<file path="src/rtl/song_fetcher.sv">
// rtl/song_fetcher.sv - song ROM word fetcher feeding the note arranger
//
// Purpose: walks the selected song in the external synchronous ROM, hands
// each word to the note arranger with a one-cycle strobe, and waits for the
// arranger's acknowledgement before fetching the next word. It gates issue
// on play, detects end of song, and drops note words that would exceed
// three notes in one chord.
//
// Ports:
//   clk           system clock, rising edge
//   reset         asynchronous active-low reset
//   play          level; 1 = issue words, 0 = stop issuing new words
//   song          song select, sampled only when leaving IDLE
//   rom_addr      ROM address {song, index}, updated from registers only
//   rom_data      ROM output, valid one cycle after rom_addr
//   note_to_load  word presented to the arranger
//   load_new_note one-cycle strobe: note_to_load valid
//   note_done     one-cycle acknowledgement from the arranger
//   song_done     end-of-song indication
//   overflow      sticky: a note word was dropped
//
// Build option: SONG_FETCHER_LOOP_EN makes the song repeat forever, with
// song_done pulsing for one cycle at each restart.

module song_fetcher #(
  parameter int SONG_BITS  = 2,
  parameter int INDEX_BITS = 7
) (
  input  logic                            clk,
  input  logic                            reset,
  input  logic                            play,
  input  logic [SONG_BITS-1:0]            song,
  output logic [SONG_BITS+INDEX_BITS-1:0] rom_addr,
  input  logic [15:0]                     rom_data,
  output logic [15:0]                     note_to_load,
  output logic                            load_new_note,
  input  logic                            note_done,
  output logic                            song_done,
  output logic                            overflow
);

  typedef enum logic [2:0] {
    S_IDLE, S_FETCH, S_DATA, S_STROBE, S_WAIT, S_PAUSED, S_DONE
  } state_t;

  state_t                  state, state_nx;
  logic [SONG_BITS-1:0]    song_q, song_q_nx;
  logic [INDEX_BITS-1:0]   index, index_nx;
  logic [1:0]              group, group_nx;
  logic [1:0]              group_inc;
  logic [15:0]             note_nx;
  logic                    overflow_nx;
  logic                    song_done_nx;
  logic                    end_song;
  logic                    is_end;
  logic                    is_note;
  logic                    last_index;

  // Address registers change on the edge that enters FETCH, so the ROM sees
  // a stable address during FETCH and its registered data is valid in DATA.
  assign rom_addr      = {song_q, index};
  assign load_new_note = (state == S_STROBE);

  assign is_end     = rom_data[15] && (rom_data[8:3] == 6'd0);
  assign is_note    = ~rom_data[15];
  assign last_index = &index;
  assign group_inc  = (group == 2'd3) ? 2'd3 : group + 2'd1;

  always_comb begin
    state_nx     = state;
    song_q_nx    = song_q;
    index_nx     = index;
    group_nx     = group;
    note_nx      = note_to_load;
    overflow_nx  = overflow;
    song_done_nx = 1'b0;
    end_song     = 1'b0;

    case (state)
      S_IDLE: begin
        if (play) begin
          song_q_nx   = song;
          index_nx    = '0;
          group_nx    = 2'd0;
          overflow_nx = 1'b0;
          state_nx    = S_FETCH;
        end
      end
      S_FETCH: state_nx = S_DATA;
      S_DATA: begin
        if (is_end) begin
          end_song = 1'b1;
        end else if (is_note && (group == 2'd3)) begin
          // Fourth note of a chord: skip it without disturbing the arranger.
          overflow_nx = 1'b1;
          index_nx    = index + INDEX_BITS'(1);
          if (last_index) end_song = 1'b1;
          else            state_nx = play ? S_FETCH : S_PAUSED;
        end else begin
          note_nx  = rom_data;
          state_nx = S_STROBE;
        end
      end
      S_STROBE: state_nx = S_WAIT;
      S_WAIT: begin
        if (note_done) begin
          index_nx = index + INDEX_BITS'(1);
          // note_to_load still holds the acknowledged word.
          group_nx = note_to_load[15] ? 2'd0 : group_inc;
          if (last_index) end_song = 1'b1;
          else            state_nx = play ? S_FETCH : S_PAUSED;
        end
      end
      S_PAUSED: if (play) state_nx = S_FETCH;
      S_DONE:   if (!play) state_nx = S_IDLE;
      default:  state_nx = S_IDLE;
    endcase

`ifdef SONG_FETCHER_LOOP_EN
    if (end_song) begin
      index_nx     = '0;
      group_nx     = 2'd0;
      song_done_nx = 1'b1;
      state_nx     = play ? S_FETCH : S_PAUSED;
    end
`else
    if (end_song) state_nx = S_DONE;
    song_done_nx = (state_nx == S_DONE);
`endif
  end

  always_ff @(posedge clk or negedge reset) begin
    if (!reset) begin
      state        <= S_IDLE;
      song_q       <= '0;
      index        <= '0;
      group        <= 2'd0;
      note_to_load <= 16'h0000;
      overflow     <= 1'b0;
      song_done    <= 1'b0;
    end else begin
      state        <= state_nx;
      song_q       <= song_q_nx;
      index        <= index_nx;
      group        <= group_nx;
      note_to_load <= note_nx;
      overflow     <= overflow_nx;
      song_done    <= song_done_nx;
    end
  end

endmodule

</file>
<file path="config.mk">
export PLATFORM = sky130hd
export DESIGN_NAME = song_fetcher
export DESIGN_NICKNAME = d
export VERILOG_FILES = /design/src/rtl/song_fetcher.sv
export SDC_FILE = /design/constraint.sdc
export NUM_CORES = 1
export LEC_CHECK = 0
export CORE_UTILIZATION = 45
export DETAILED_ROUTE_END_ITERATION = 8
export GPL_ROUTABILITY_DRIVEN = 0
export PLACE_DENSITY = 0.83
export REMOVE_ABC_BUFFERS = 1
export SYNTH_ARGS = -nofsm -noshare
export SYNTH_HDL_FRONTEND = slang
export SYNTH_SLANG_ARGS = --single-unit
</file>
<file path="constraint.sdc">
create_clock -name clk -period 3.6 [get_ports clk]
set_input_delay 0.72 -clock clk [delete_from_list [all_inputs] [get_ports clk]]
set_output_delay 0.72 -clock clk [all_outputs]
set_load 0.05 [all_outputs]
</file>
; Word level (Yosys, flattened, before mapping)
; Cells that the tools add are included.
[classes]
n_eq_ne = 12
n_mux = 28
addsub = 2
bitwise = 3
reduce_logical = 14
[ops]
columns = operator, n
row1 = 2-to-1 mux 7 bit, 4
row2 = 2-to-1 mux 3 bit, 8
row3 = case mux 7 bit (3 select lines), 1
row4 = case mux 3 bit (6 select lines), 1
row5 = equality test 3 bit (second input constant), 4
row6 = 2-to-1 mux 2 bit, 4
row7 = inequality test 2 bit (second input constant), 4
row8 = adder 7 x 1 -> 7 bit (second input constant), 1
row9 = 2-to-1 mux 1 bit, 7
row10 = AND reduction 7 bit, 1
row11 = equality test 3 x 2 -> 1 bit (second input constant), 2
row12 = zero test 6 bit, 1
row13 = AND reduction 3 bit, 2
row14 = AND reduction 5 bit, 1
row15 = case mux 1 bit (2 select lines), 2
row16 = case mux 2 bit (2 select lines), 1
row17 = AND reduction 4 bit, 1
row18 = nonzero test 2 bit, 2
row19 = equality test 3 x 1 -> 1 bit (second input constant), 1
row20 = zero test 3 bit, 1
row21 = inverter 1 bit, 3
row22 = nonzero test 3 bit, 1
row23 = adder 2 x 1 -> 2 bit (second input constant), 1
row24 = equality test 2 bit (second input constant), 1
row25 = other kinds (3), 4
[totals]
regBits = 32
in_bits = 22
elab_cells = 66

; Logic depth before layout (Yosys ltp)
; Gate-level depths: netlist of the first run.
[depth]
word_depth = 7
mapped_depth = 7
mapped_depth_nobuf = 5

; Worst setup path before layout of the first run
; No wires, ideal clock.
[synth_path]
path_kind = reg2out
start = register state[2]
end = output load_new_note
t_arrival_ps = 1336
setup_slack_ps = 1544
path_stages_with_launch = 4
n_path_buf = 1
cell_sequence = dfrtp_1 -> buf_2 -> nand2b_1 -> nor2_1
[synth_via]
elab_chain_cells = 1
[synth_lines]
columns = element, line_no
row1 = start: declaration, 46  ; state_t state, state_nx;
row2 = start signal: assignment, 142  ; state <= state_nx;
row3 = equality test 3 x 2 -> 1 bit, 62  ; assign load_new_note = (state == S_STROBE);
row4 = end: declaration, 36  ; output logic load_new_note,
; No other way between the ends.

; Final worst setup path of the first run
[layout_path]
start = register state[0]
end = output load_new_note
; Same word-level chain as after synthesis.

==> results of run 1 <==
## worst paths after layout
kind | startpoint | to | slack, ps
worst max-delay path | state[0] | load_new_note | 840
worst min-delay path | song_q[0] | song_q[0] | 520
worst max register to register | state[1] | note_to_load[2] | 1230
worst min register to register | song_q[0] | song_q[0] | 520
max in group asynchronous | reset | note_to_load[14] | 2550
min in group asynchronous | reset | index[3] | 760
## stage by stage
stage,setup WS (ps),instance area [sq um],cells,hold slack (ps)
after global routing,719,2130,231,532
after detailed placement,810,2060,223,495
after global placement,885,2060,223,490
after CTS,835,2130,231,518
after floorplan,1520,1510,127,424
final,837,2130,231,518
## worst max-delay path, stage by stage (launching register included)
cell and delay (ps):
dfrtp_1 580, inv_1 190, nor2_1 130, clkdlybuf4s50_1 800
## registers in the layout (all words and copies together), names as in the netlist
signal / flops
song_q: 2
state: 3
note_to_load: 16
group: 2
song_done: 1
index: 7
overflow: 1
## area by class of cell
class	instances	area share
sequential	32	0.377
multi-input combinational	90	0.324
timing repair buffer	50	0.234
tap	46	0.0271
clock buffer	6	0.0241
inverter	5	0.00883
clock inverter	2	0.00471
## where the power goes
part           internal, uW  leakage [uW]  switching [uW]
Combinational           463      0.000462             662
Clock                  92.8     0.0000380             124
Sequential              495      0.000402             117
## layer usage
layer | vias to the layer above | track usage | part of all wire
li1 | 592 | - | -
met4 | 0 | 0.0779 | 0.017
met1 | 608 | 0.262 | 0.47
met2 | 45 | 0.297 | 0.46
met3 | 5 | 0.0567 | 0.059
met5 | - | 0 | 0
## cells in the final DEF, fill, tap and decap left out, types with 2 or more instances in the layout
| cell type | instances |
|---|---|
| inv_1 | 5 |
| nor2_1 | 5 |
| clkdlybuf4s50_1 | 49 |
| clkinv_2 | 2 |
| nor2b_1 | 2 |
| or3_1 | 2 |
| o211ai_1 | 2 |
| nand2_1 | 11 |
| a21oi_1 | 7 |
| a21o_1 | 3 |
| clkbuf_4 | 5 |
| dfrtp_1 | 32 |
| nand2b_1 | 2 |
| mux2_4 | 9 |
| a22o_1 | 4 |
| nand3_1 | 4 |
| o21ai_0 | 7 |
| mux2_2 | 8 |
## kinds of logic (layout without fill, tap and decap cells)
group | Yosys count | count (layout) | share of synthesized area
adder cells (fa/ha/maj) | 1 | 1 | 0.00794
AND/OR/NAND/NOR | 37 | 37 | 0.134
multiplexers | 17 | 17 | 0.143
XOR/XNOR | 1 | 1 | 0.00556
AO/OA/AOI/OAI | 34 | 34 | 0.147
buffers and inverters | 13 | 63 | 0.0548
flip-flops | 32 | 32 | 0.508
==> impl_metrics.py, run 1 <==
metrics = {
    "status": {
        "status": "completed",
    },
    "sta": {
        "finalHoldViolations": 0,
        "worst_pin_slew_ps": 866,
        "fin_setup_tns_ps": 0,
        "drv_slew": 0,
        "skew_ps": 7.75,
        "slew_headroom": 0.423,
        "min_period_ps": 2760,
        "period_share": 0.768,
        "setup_viol": 0,
        "clock.fmax_mhz": 362,
        "rsz0062_at_grt": "no",
    },
    "floorplan": {
        "fp.coreArea_sq_mm": 0.00334,
        "die_h_um": 61.2,
        "start_util": 0.472,
        "ios": 50,
        "die_area_sq_mm": 0.00374,
        "core.rowCount": 21,
        "fp.dieW_um": 61.2,
    },
    "logic_synthesis": {
        "synth_area_sq_mm": 0.00158,
        "synth_edf_count": 0,
        "synth_area_leaders": "dfrtp_1, mux2_4, mux2_2",
        "synth.distinct_cells": 44,
        "post-synth-top-count-cell": "dfrtp_1",
        "synth_top_area_frac": 0.508,
        "synth_common_cells": "dfrtp_1, nand2_1, mux2_4",
        "yosysTopAreaCell": "dfrtp_1",
        "synth.ff_latch_count": 32,
        "netlist_instances": 135,
        "async_flop_share": 1.00,
        "synth_top_flop_cell": "dfrtp_1",
        "ys_seq_area_frac": 0.508,
        "syn_avg_cell_area_sq_um": 11.7,
        "yosys_warnings": 0,
    },
    "global_routing": {
        "grt-ovfl-total": 0,
        "grt_max_degree": 33,
        "grt_pass1_vias": 1140,
        "antenna_found_initial": 0,
        "grt_first_pass_wirelength_um": 5210,
        "grt.total_usage": 0.195,
    },
    "layout": {
        "utilization": 0.637,
        "multi_input_area_sq_um": 689,
        "seqCellArea_sq_um": 801,
        "num-nets-final": 207,
        "antenna_cells": 0,
        "drive_gt1_frac": 0.151,
        "n_fill_cell": 261,
        "area_growth_syn_to_layout_pct": 34.8,
    },
    "clock_network": {
        "cts_buffers": 5,
        "clk_latency_ps": 340,
        "cts_max_path_buffers": 2,
        "tritoncts": "built",
        "clk_pin_slew_ps": 100,
        "cts_hold_buf": 0,
        "cts-root-buf": "clkbuf_4",
        "cts_resized": 0,
        "htree_num_levels": 2,
        "post_cts_buffers": 0,
        "cts_sinks": 32,
    },
    "setup_path": {
        "cp.arrival_ps": 2040,
        "critPathLaunchType": "flip-flop",
        "critPathKind": "flip-flop to output pin",
        "ff2ff_path_depth": 4,
        "crit_fanout": 10,
        "end_kind": "output pin",
        "critical_path_required_ps": 2880,
    },
    "drt": {
        "vias_per_cell": 5.41,
        "antenna_left": 0,
        "wirelength_um": 3380,
        "routed-via-count": 1250,
        "drt_iter0_drc": 79,
        "routedWlPerCell_um": 14.6,
        "remaining_drc_errors": 0,
        "first_pass_iters": 4,
    },
    "placed_design": {
        "dp.final_hpwl_um": 2410,
        "io_buffers": 49,
    },
    "power_and_ir_drop": {
        "vdd_drop_max_uv": 480,
        "p_per_area_mw_per_mm2": 919,
        "leakagePower_uw": 0.000903,
        "power_uw": 1950,
    },
    "hold_path": {
        "hold_path_depth": 2,
        "min_path_type": "flip-flop to flip-flop",
    },
    "flow_run": {
        "cap_viol_max_count": 0,
    },
}
Note: power is estimated with default switching activity, not from simulation.
==> run 2: changes to the inputs <==
- CORE_UTILIZATION: 45 -> 41
- PLACE_DENSITY: 0.83 -> 0.8
- clock period: 3.6 -> 2.22 ns (I/O delays scaled with it)
==> impl_metrics.py, run 2 (synthesis results as in run 1) <==
metrics = {
    "power_and_ir_drop": {
        "p_per_area_mw_per_mm2": 1550,
        "vdd_drop_max_uv": 891,
        "leakagePower_uw": 0.000984,
        "power_uw": 3530,
    },
    "clock_network": {
        "cts_hold_buf": 0,
        "cts_resized": 0,
        "htree_num_levels": 2,
        "clk_pin_slew_ps": 70,
        "clk_latency_ps": 280,
        "post_cts_buffers": 0,
        "cts_max_path_buffers": 2,
        "cts_buffers": 5,
        "cts-root-buf": "clkbuf_8",
        "tritoncts": "built",
        "cts_sinks": 32,
    },
    "setup_path": {
        "crit_slowest_cell": "clkdlybuf4s50_1",
        "crit_chain": "clkdlybuf4s50_1",
        "end_kind": "output pin",
        "critPathLaunchType": "flip-flop",
        "critical_path_required_ps": 1780,
        "critPathTopFamily": "buffers and inverters",
        "worst-path-buf-inv": 1,
        "critPathKind": "flip-flop to output pin",
        "cp.arrival_ps": 1540,
        "slowest_delay_ps": 830,
        "crit_fanout": 5,
    },
    "layout": {
        "fin_cells": 243,
        "regMostFlops": "note_to_load",
        "largestRegisters": "note_to_load (16), index (7), state (3)",
        "antenna_cells": 0,
        "drive_gt1_frac": 0.200,
        "largest_register_ffs": 16,
        "multi_input_area_sq_um": 689,
        "final_common_cell": "clkdlybuf4s50_1",
        "area_growth_syn_to_layout_pct": 44.5,
        "num-nets-final": 217,
        "layout_common_cells": "clkdlybuf4s50_1, dfrtp_1, nand2_1, buf_4, mux2_4",
        "n_fill_cell": 276,
        "seqCellArea_sq_um": 801,
    },
    "placed_design": {
        "place_worst_setup_slack_ps": -72.7,
        "place_inst": 235,
        "io_buffers": 49,
        "dp.final_hpwl_um": 2700,
    },
    "floorplan": {
        "die_h_um": 64.0,
        "fp.coreArea_sq_mm": 0.00366,
        "core.rowCount": 22,
        "fp.dieW_um": 64.0,
        "die_area_sq_mm": 0.00410,
        "start_util": 0.431,
        "ios": 50,
    },
    "global_routing": {
        "grt-ovfl-total": 0,
        "grt_max_degree": 33,
        "grt_first_pass_wirelength_um": 6240,
        "antenna_found_initial": 0,
        "grt_pass1_vias": 1330,
        "grt.total_usage": 0.201,
    },
    "drt": {
        "remaining_drc_errors": 0,
        "vias_per_cell": 5.32,
        "antenna_left": 0,
        "first_pass_iters": 4,
        "routed-via-count": 1293,
        "drt_iter0_drc": 48,
        "routedWlPerCell_um": 15.0,
        "wirelength_um": 3640,
    },
    "sta": {
        "slew_headroom": 0.659,
        "drv_slew": 0,
        "setup_viol": 0,
        "min_period_ps": 1980,
        "rsz0062_at_grt": "no",
        "worst_slack_ps": 235,
        "finalHoldViolations": 0,
        "clock.fmax_mhz": 504,
        "period_share": 0.894,
        "holdWs_ps": 487,
        "skew_ps": 3.56,
        "fin_setup_tns_ps": 0,
        "worst_pin_slew_ps": 510,
    },
    "flow_run": {
        "cap_viol_max_count": 0,
    },
    "hold_path": {
        "min_path_type": "flip-flop to flip-flop",
    },
    "status": {
        "status": "completed",
    },
}
-- run 2: changes by cell type in the layout (fill, tap and decap cells not counted), sizes merged --
cell / change
clkinv: -2
clkbuf: +1
bufinv: +1
clkdlybuf4s50: -1
buf: +11
-- run 2: path summary, 6_finish.rpt --
path	from	end	slack, ps	depth (start not counted)
worst min register to register	song_q[1]	song_q[1]	490	2
worst min-delay path	song_q[1]	song_q[1]	490	2
max in group asynchronous	reset	index[1]	1380	2
worst max-delay path	index[0]	rom_addr[0]	240	1
worst max register to register	state[0]	index[4]	350	6
min in group asynchronous	reset	note_to_load[10]	550	2
-- run 2: tightest hold or removal path: stages (launching register included) --
cell,delay (ps)
dfrtp_1,350
nand2_1,50
nand2_1,50
-- run 2: metrics by stage --
stage	util	instance area, sq um
2_1_floorplan	-	1510
3_3_place_gp	0.588	2150
3_5_place_dp	0.588	2150
4_1_cts	0.622	2280
5_1_grt	0.622	2280
6_report	0.622	2280
-- run 2: layout make-up --
class / instances / area share
sequential: 32 / 0.351
multi-input combinational: 90 / 0.303
timing repair buffer: 60 / 0.256
clock buffer: 7 / 0.0423
tap: 48 / 0.0264
clock inverter: 1 / 0.0132
inverter: 5 / 0.00824
-- run 2: layer usage --
metal,vias up,GRT usage,part of all wire
li1,612,-,-
met1,640,0.259,0.44
met2,34,0.316,0.49
met3,7,0.0446,0.045
met4,0,0.102,0.022
met5,-,0,0
-- run 2: where the power goes --
group	switching (uW)	internal, uW	leakage [uW]
logic	1120	823	0.000517
clock network	212	396	0.0000645
registers	173	805	0.000402
total	1510	2020	0.000984
==> run 3: changes to the inputs <==
- SETUP_SLACK_MARGIN: default -> 0.5
==> impl_metrics.py, run 3 (synthesis results as in run 1) <==
metrics = {
    "sta": {
        "slew_headroom": 0.640,
        "finalHoldViolations": 0,
        "worst_pin_slew_ps": 542,
        "drv_slew": 0,
        "setup_viol": 0,
        "holdWs_ps": 465,
        "rsz0062_at_grt": "yes",
        "skew_ps": 4.29,
        "period_share": 0.781,
        "clock.fmax_mhz": 577,
        "min_period_ps": 1730,
    },
    "power_and_ir_drop": {
        "pwr-share-seq": 0.259,
        "p_clk_frac": 0.161,
        "switching_share": 0.436,
        "pwr-share-comb": 0.580,
        "p_per_area_mw_per_mm2": 1510,
        "vdd_drop_max_uv": 915,
        "leakagePower_uw": 0.00119,
        "p_int_uw": 2120,
        "power_uw": 3760,
        "p_switching_uw": 1640,
    },
    "global_routing": {
        "grt_first_pass_wirelength_um": 7240,
        "grt_pass1_vias": 1430,
        "grt_max_degree": 33,
        "grt-ovfl-total": 0,
        "antenna_found_initial": 0,
        "grt.total_usage": 0.239,
    },
    "layout": {
        "n_fill_cell": 263,
        "layout_common_cells": "dfrtp_1, dlygate4sd2_1, buf_4",
        "final_area_sq_mm": 0.00249,
        "largest_register_ffs": 16,
        "drive_gt1_frac": 0.332,
        "num-nets-final": 233,
        "antenna_cells": 0,
        "largestRegisters": "note_to_load (16), index (7), state (3)",
        "regMostFlops": "note_to_load",
        "area_growth_syn_to_layout_pct": 57.7,
        "final_common_cell": "dfrtp_1",
    },
    "setup_path": {
        "critical_path_required_ps": 2420,
        "critPathKind": "primary input to flip-flop",
        "end_kind": "flip-flop",
        "cp.arrival_ps": 1930,
        "crit_fanout": 6,
        "reg2reg_slack_ps": 520,
        "critPathLaunchType": "primary input",
    },
    "drt": {
        "wirelength_um": 4590,
        "met3_length_um": 308,
        "antenna_left": 0,
        "routed-via-count": 1437,
        "drt_iter0_drc": 69,
        "first_pass_iters": 4,
        "remaining_drc_errors": 0,
        "vias_per_cell": 5.55,
        "top_layer_used": "met4",
        "wl_met1_um": 1860,
        "dr_wl_met2_um": 2230,
        "routedWlPerCell_um": 17.7,
    },
    "floorplan": {
        "die_area_sq_mm": 0.00410,
        "ios": 50,
        "fp.coreArea_sq_mm": 0.00366,
        "fp.dieW_um": 64.0,
        "die_h_um": 64.0,
        "core.rowCount": 22,
        "start_util": 0.431,
    },
    "clock_network": {
        "cts_max_path_buffers": 2,
        "htree_num_levels": 2,
        "tritoncts": "built",
        "cts_buffers": 5,
        "clk_latency_ps": 280,
        "clk_pin_slew_ps": 60,
        "cts_hold_buf": 0,
        "cts_sinks": 32,
        "cts-root-buf": "clkbuf_8",
    },
    "status": {
        "status": "completed",
    },
    "placed_design": {
        "dp.final_hpwl_um": 2700,
        "place_area_sq_mm": 0.00215,
        "io_buffers": 49,
    },
    "hold_path": {
        "min_path_type": "primary input to flip-flop",
    },
    "flow_run": {
        "cap_viol_max_count": 0,
    },
}
==> run 3: cell types whose count changed in the layout (fill, tap and decap cells not counted), moves of 5 or more <==
cell / previous run / this run
buf_4: 11 / 23
clkdlybuf4s15_1: 0 / 5
clkdlybuf4s50_1: 48 / 14
dlygate4sd2_1: 0 / 27
mux2_2: 8 / 1
mux2_4: 9 / 16
==> run 3: cell type report <==
class	count	area, sq um	area share
Sequential cell	32	803	0.323
Tap cell	48	60.1	0.0242
Clock inverter	1	30.0	0.0121
Multi-Input combinational cell	90	773	0.311
Clock buffer	7	96.3	0.0388
Inverter	5	18.8	0.00755
Timing Repair Buffer	76	704	0.283
==> run 3: worst max-delay path: stages <==
cell	delay, ps
clkdlybuf4s50_1	530
mux2_2	200
a22oi_2	80
buf_4	170
or3_1	350
a21oi_1	160
==> run 3: through the flow <==
step                setup WS, ps   util  cells  setup TNS, ps
floorplan                    197      -    127              0
global placement            22.4  0.588    235              0
detailed placement         -72.7  0.588    235           -896
CTS                          508  0.651    253              0
global route                 437  0.679    259              0
finish                       487  0.679    259              0
==> run 3: final timing paths <==
kind / end / cells after the start / start
worst min register to register: song_q[1] / 2 / song_q[1]
worst min-delay path: note_to_load[8] / 2 / rom_data[8]
max in group asynchronous: state[2] / 2 / reset
worst max register to register: index[4] / 6 / state[2]
worst max-delay path: index[4] / 6 / note_done
min in group asynchronous: note_to_load[10] / 2 / reset
==> run 3: power groups by stage <==
stage          Clock, uW  Combinational, uW  Sequential [uW]
4_1_cts              616               2020              959
6_report             606               2180              973
5_1_grt              646               2290             1000
2_1_floorplan          0                650             1600
3_3_place_gp           0               1900              972
3_5_place_dp           0               1940              985
==> run 3: metal layers <==
layer,global-route usage,up-vias
li1,-,639
met1,0.303,698
met2,0.372,81
met3,0.0518,19
met4,0.145,0
met5,0,-
==> run 3: repair_timing <==
item                                    4_1_cts  5_1_grt
endpoints found under the setup margin       52       27
setup buffers                                 9        6
gates cloned                                  1        0
resized for setup                            44       23
pin swaps                                     3        7
